[src/rtl/img2col_feeder.sv]
// img2col_feeder: loads one col_len-pixel column per round into the PU new-data register file,
// fires start and waits for pu_ack. Optional build macro IMG2COL_FEEDER_PAD_EN adds pad_col zero-padding.
module img2col_feeder #(
    parameter int data_width  = 16,
    parameter int col_len     = 5,
    parameter int address_num = 5
) (
    input  logic                    clk,
    input  logic                    nrst,
    input  logic                    go,
    input  logic [5:0]              cfg_rounds,
    input  logic                    s_valid,
    input  logic [2*data_width-1:0] s_data,
    output logic                    s_ready,
`ifdef IMG2COL_FEEDER_PAD_EN
    input  logic                    pad_col,
`endif
    input  logic                    pu_ack,
    output logic [data_width-1:0]   new1,
    output logic [data_width-1:0]   new2,
    output logic [address_num-1:0]  adrs_in1,
    output logic [address_num-1:0]  adrs_in2,
    output logic                    wr_ctrl_g,
    output logic                    start,
    output logic [5:0]              round,
    output logic                    busy,
    output logic                    done
);

    localparam int                     BEATS   = (col_len + 1) / 2;
    localparam logic [address_num-1:0] LAST_K  = address_num'(BEATS - 1);
    localparam bit                     ODD_LEN = (col_len % 2) == 1;

    typedef enum logic [2:0] {
        ST_IDLE  = 3'd0,
        ST_LOAD  = 3'd1,
        ST_FLUSH = 3'd2,
        ST_FIRE  = 3'd3,
        ST_WAIT  = 3'd4
    } state_t;

    state_t                   state_r, state_s;
    logic [address_num-1:0]   k_r, k_s;
    logic [5:0]               round_r, round_s;
    logic [5:0]               rounds_r, rounds_s;
    logic                     pad_r, pad_s;
    logic                     wr_r, wr_s;
    logic                     start_r, start_s;
    logic                     done_r, done_s;
    logic                     busy_r, busy_s;
    logic [data_width-1:0]    new1_r, new1_s, new2_r, new2_s;
    logic [address_num-1:0]   adrs1_r, adrs1_s, adrs2_r, adrs2_s;

    logic                     pad_in_s;
    logic                     beat_s;
    logic                     last_beat_s;
    logic [address_num-1:0]   adrs_even_s, adrs_odd_s;
    logic [data_width-1:0]    lo_s, hi_s;

`ifdef IMG2COL_FEEDER_PAD_EN
    assign pad_in_s = pad_col;
`else
    assign pad_in_s = 1'b0;
`endif

    // A padded column advances one internal beat per cycle instead of waiting on the stream.
    assign beat_s      = pad_r || s_valid;
    assign last_beat_s = (k_r == LAST_K);
    assign adrs_even_s = {k_r[address_num-2:0], 1'b0};
    assign adrs_odd_s  = {k_r[address_num-2:0], 1'b1};
    assign lo_s        = pad_r ? {data_width{1'b0}} : s_data[data_width-1:0];
    assign hi_s        = pad_r ? {data_width{1'b0}} : s_data[2*data_width-1:data_width];

    assign s_ready   = (state_r == ST_LOAD) && !pad_r;
    assign new1      = new1_r;
    assign new2      = new2_r;
    assign adrs_in1  = adrs1_r;
    assign adrs_in2  = adrs2_r;
    assign wr_ctrl_g = wr_r;
    assign start     = start_r;
    assign round     = round_r;
    assign busy      = busy_r;
    assign done      = done_r;

    // Next-state and next-output decode
    always_comb begin
        state_s  = state_r;
        k_s      = k_r;
        round_s  = round_r;
        rounds_s = rounds_r;
        pad_s    = pad_r;
        wr_s     = 1'b0;
        start_s  = 1'b0;
        done_s   = 1'b0;
        new1_s   = new1_r;
        new2_s   = new2_r;
        adrs1_s  = adrs1_r;
        adrs2_s  = adrs2_r;
        case (state_r)
            ST_IDLE: begin
                if (go) begin
                    rounds_s = cfg_rounds;
                    round_s  = 6'd0;
                    k_s      = {address_num{1'b0}};
                    if (cfg_rounds == 6'd0) begin
                        done_s = 1'b1;
                    end else begin
                        state_s = ST_LOAD;
                        pad_s   = pad_in_s;
                    end
                end else begin
                    state_s = ST_IDLE;
                end
            end
            ST_LOAD: begin
                if (beat_s) begin
                    wr_s    = 1'b1;
                    new1_s  = lo_s;
                    adrs1_s = adrs_even_s;
                    // Odd tail: duplicate the first pixel so the second port rewrites the same entry.
                    if (last_beat_s && ODD_LEN) begin
                        new2_s  = lo_s;
                        adrs2_s = adrs_even_s;
                    end else begin
                        new2_s  = hi_s;
                        adrs2_s = adrs_odd_s;
                    end
                    if (last_beat_s) begin
                        state_s = ST_FLUSH;
                        k_s     = {address_num{1'b0}};
                    end else begin
                        k_s = k_r + {{(address_num-1){1'b0}}, 1'b1};
                    end
                end else begin
                    wr_s = 1'b0;
                end
            end
            ST_FLUSH: begin
                state_s = ST_FIRE;
                start_s = 1'b1;
            end
            ST_FIRE: begin
                state_s = ST_WAIT;
            end
            ST_WAIT: begin
                if (pu_ack) begin
                    if (round_r == rounds_r - 6'd1) begin
                        done_s  = 1'b1;
                        state_s = ST_IDLE;
                    end else begin
                        round_s = round_r + 6'd1;
                        k_s     = {address_num{1'b0}};
                        state_s = ST_LOAD;
                        pad_s   = pad_in_s;
                    end
                end else begin
                    state_s = ST_WAIT;
                end
            end
            default: begin
                state_s = ST_IDLE;
            end
        endcase
        busy_s = (state_s != ST_IDLE);
    end

    // State register
    always_ff @(posedge clk) begin
        if (nrst) begin
            state_r <= ST_IDLE;
        end else begin
            state_r <= state_s;
        end
    end

    // Counters, captured configuration and registered outputs
    always_ff @(posedge clk) begin
        if (nrst) begin
            k_r      <= {address_num{1'b0}};
            round_r  <= 6'd0;
            rounds_r <= 6'd0;
            pad_r    <= 1'b0;
            wr_r     <= 1'b0;
            start_r  <= 1'b0;
            done_r   <= 1'b0;
            busy_r   <= 1'b0;
            new1_r   <= {data_width{1'b0}};
            new2_r   <= {data_width{1'b0}};
            adrs1_r  <= {address_num{1'b0}};
            adrs2_r  <= {address_num{1'b0}};
        end else begin
            k_r      <= k_s;
            round_r  <= round_s;
            rounds_r <= rounds_s;
            pad_r    <= pad_s;
            wr_r     <= wr_s;
            start_r  <= start_s;
            done_r   <= done_s;
            busy_r   <= busy_s;
            new1_r   <= new1_s;
            new2_r   <= new2_s;
            adrs1_r  <= adrs1_s;
            adrs2_r  <= adrs2_s;
        end
    end

endmodule

[config.mk]
export PLATFORM = sky130hd
export DESIGN_NAME = img2col_feeder
export DESIGN_NICKNAME = d
export VERILOG_FILES = /design/src/rtl/img2col_feeder.sv
export SDC_FILE = /design/constraint.sdc
export NUM_CORES = 1
export LEC_CHECK = 0
export BUFFER_PORTS_ARGS = -buffer_cell sky130_fd_sc_hd__buf_2
export CAP_MARGIN = 20
export CORE_ASPECT_RATIO = 0.8
export CORE_MARGIN = 5
export CORE_UTILIZATION = 50
export DETAILED_ROUTE_END_ITERATION = 6
export PLACE_DENSITY = 0.82
export SYNTH_ARGS = -nofsm -noshare
export SYNTH_HDL_FRONTEND = slang
export SYNTH_SLANG_ARGS = --single-unit
[constraint.sdc]
create_clock -name clk -period 2.5 [get_ports clk]
set_input_delay 0.125 -clock clk [delete_from_list [all_inputs] [get_ports clk]]
set_output_delay 0.125 -clock clk [all_outputs]
set_load 0.1 [all_outputs]
==> summary.md <==
| Metric | Value |
|---|---|
| Hold_sp | `s_data[6]` |
| Setup TNS | `0 ns` |
| Worst-Margin Slew | `0.617 ns` |
| Min-Delay Path Class | `in2reg` |
| Clk sinks | `61` |
| Drt first pass iters | `4` |
| Top Ports | `96` |
| Die ar. | `0.00725 mm2` |
| Vias post-DR | `2,544` |
| Switch share | `30.3%` |
| Yosys top cell by area | `dfxtp_1` |
| Worst reg2reg endpoint | `round[1]` |
| Max Buffers Root-to-Sink | `2` |
| Core Region | `0.00547 mm2` |
| Vias per cell | `5.12` |
| Initial DRC count | `119` |
| Top_reg_cell synth | `dfxtp_1` |
| Detailed placement HPWL | `4.85 mm` |
| Vert. Die Dim | `77.1 um` |
| Reg-to-reg slack, setup | `0.25 ns` |
| GRT Util Overall | `19.3%` |
| Synth async-reset ratio | `0%` |
| Row cnt | `24` |
| CP max-delay cell | `dfxtp_1` |
| ANT cells | `0` |
| Nets | `461` |
| Residual DRC | `0` |
| CP peak stage delay | `0.42 ns` |
| Final period utilization | `90.1%` |
| Max-cap violations | `0` |
| Starting density of the core | `51.6%` |
| Setup CP Type | `reg2reg` |
| Syn_area_per_cell | `8.54 um2` |
| Endpoints failing hold | `0` |
| Skew final | `0.00657 ns` |
| Worst ir drop on vdd | `406 uV` |
| WHS Path Cells | `3` |
| Aggregate global routing overflow | `0` |
| Die width | `93.9 um` |
| Cells after Synth | `330` |
| WL per Instance | `13.5 um` |
| Pre-CTS WS | `0.299 ns` |
| Power Density | `707 mW/mm2` |
| Levels on crit path | `8` |
| Clock share of power | `38.8%` |
| Crit-path max FO | `15` |
| Detail Route Antenna Nets | `0` |
| Crit Reg-Reg Startpoint | `rounds_r[0]` |
| Seq/Total Area, Yosys | `43.3%` |
| Pin count of the biggest net entering global routing | `55` |
| Post-synth EDFFs | `0` |
| Setup-failing EPs final | `0` |
| Routability cong. | `0.831` |
| R2r worst-path depth | `8` |
| Static leakage | `1.47 nW` |
| Setup slack after layout | `0.249 ns` |
| Fmax achieved | `0.444 GHz` |
| Status | `complete, no violations` |
| Initial antenna violation count | `0` |
| Post-Syn Area | `0.00282 mm2` |
| Synth Register Bits | `61` |
| WHS Endpoint | `new1[6]` |
| Post-CTS Hold Buffers | `0` |
| Reg clk slew, reported paths | `0.06 ns` |
| Htree depth | `3` |
| Vias in the first global route | `2,428` |
| Pint | `1.74 mW` |
| Buf/Inv on CP | `1` |
| Final Max Tran Viols | `0` |
| Ys Warns | `0` |
| Comb power frac | `19.6%` |
| Unrepaired setup endpoints after global routing | `false` |
| P&R area growth vs syn | `25.1%` |
| Switching pwr | `0.756 mW` |
| Synth unique cells | `50` |
| Worst-Skew Late Latency | `0.33 ns` |
| Worst-path cell chain | `inv_1, ha_1, nand2b_1, a21o_1, a31o_2, o211a_2, or3b_1, a21oi_1` |
| Worst EP required | `2.76 ns` |
| Period minus WS final | `2.25 ns` |
| CTS tree | `yes` |
| IO Port Bufs | `94` |
| Post CTS Setup Buffer Count | `0` |
| Critical Path Sink Type | `register` |
| Sequential Power Share | `41.6%` |
| Largest cells by area after synthesis | `dfxtp_1 (43%), nand2_1 (8.5%), a21oi_1 (6.4%), mux2i_1 (6.4%), a211oi_1 (5.1%)` |
| Global-route wire length before repair | `11.3 mm` |
| Top delay family on crit path | `compound AO/OA/AOI/OAI gates` |
| Yosys top cell area share | `43.3%` |
| Mapped Nets | `377` |
| Clock buffer count from CTS | `9` |
| CTS Root Cell | `clkbuf_8` |
| Critical path arrival | `2.51 ns` |
| # resized after CTS | `0` |
| Total Wirelength | `6.70 mm` |
| Max-Slew Margin vs Limit | `58.9%` |
| Critical Path Start Type | `register` |
| Share of cells above drive strength 1 | `31.3%` |
[power groups by stage]
stage	registers (mW)	logic [mW]	clock network, mW
2_1_floorplan	1.28	0.170	0
3_3_place_gp	1.06	0.484	0
3_5_place_dp	1.06	0.489	0
4_1_cts	1.04	0.490	0.996
5_1_grt	1.04	0.516	1.05
6_report	1.04	0.488	0.968
[cell usage after synthesis, drive strengths merged, types with 5 or more instances]
| cell | count |
|---|---|
| nor2 | 24 |
| a21oi | 38 |
| buf | 15 |
| nor3 | 5 |
| nand2 | 65 |
| a211oi | 19 |
| nand3 | 8 |
| or3 | 5 |
| o21ai | 5 |
| clkbuf | 12 |
| mux2i | 18 |
| dfxtp | 61 |
| nand2b | 7 |
[how the worst max path moves through the flow]
stage,from,endpoint,slack (ns)
detailed placement,rounds_r[0],round[1],0.30
global route,rounds_r[0],round[1],0.07
global placement,rounds_r[0],round[1],0.34
CTS,rounds_r[0],round[1],0.25
finish,rounds_r[0],round[1],0.25
floorplan,round[2],round[1],0.16
[layer usage]
metal,track usage [%],share of wire [%]
met1,25.4,48
met2,29.6,46
met3,6.07,5.2
met4,7.07,0.85
met5,0,0
[sequential cells by signal (all words and copies together) (netlist names), 3 cells and up]
name	cells
adrs_in2	4
k_r	5
new1	16
new2	16
round	6
rounds_r	6
state_r	3
[worst min-delay path, delay by kind of cell]
family | cells | cell delay, ns
and+or+nand+nor | 1 | 0.05
buffers and inverters | 1 | 0.10
AOI/OAI and AO/OA | 1 | 0.05
[layout make-up]
cell class | count | area [um2]
Fill cell | 502 | 1940
Multi-Input combinational cell | 238 | 1440
Sequential cell | 61 | 1220
Timing Repair Buffer | 100 | 528
Clock buffer | 12 | 155
Tap cell | 78 | 97.6
Clock inverter | 4 | 70.1
Inverter | 4 | 15.0
[kinds of logic (layout without fill, tap and decap cells)]
logic type               after synthesis  after routing  synth area share (%)
AND/OR/NAND/NOR                      133            133                  23.2
AO/OA/AOI/OAI                         76             76                  17.1
flip-flops                            61             61                  43.3
buffers and inverters                 31            120                  6.17
multiplexers                          18             18                  6.39
XOR/XNOR                               6              6                  1.86
adder cells (fa/ha/maj)                4              4                  1.78
other                                  1              1                 0.133
[stage by stage]
step | hold WS (ns) | utilization, % | std cells | power [mW] | cell area, um2
6_report | 0.0435 | 64.5 | 497 | 2.49 | 3530
3_5_place_dp | 0.384 | 60.4 | 481 | 1.55 | 3300
3_3_place_gp | 0.378 | 60.4 | 481 | 1.54 | 3300
4_1_cts | 0.0285 | 64.5 | 497 | 2.52 | 3530
2_1_floorplan | 0.261 | - | 330 | 1.45 | 2820
5_1_grt | 0.0269 | 64.5 | 497 | 2.61 | 3530
[layout by cell type (no fill, tap or decap), types with 2 or more instances in the layout]
cell type / synthesis / layout
xnor2_1: 4 / 4
xor2_1: 2 / 2
or2_1: 2 / 2
buf_4: 5 / 5
nand3_2: 2 / 2
a211oi_1: 19 / 19
or3_1: 5 / 5
bufinv_16: 0 / 2
mux2i_1: 18 / 18
clkbuf_8: 1 / 11
nor3_1: 5 / 5
nand3_1: 6 / 6
inv_1: 4 / 4
a21oi_1: 36 / 36
o21ai_0: 2 / 2
o21ai_1: 3 / 3
a21o_1: 2 / 2
buf_2: 5 / 94
a31oi_1: 4 / 4
dfxtp_1: 61 / 61
nor2_1: 24 / 24
nor4_1: 2 / 2
ha_1: 4 / 4
a21oi_2: 2 / 2
nand2_1: 64 / 64
nand2b_1: 7 / 7
clkinv_2: 0 / 2
and3_1: 2 / 2
a211o_1: 2 / 2
(Power assumes the default switching activity.)
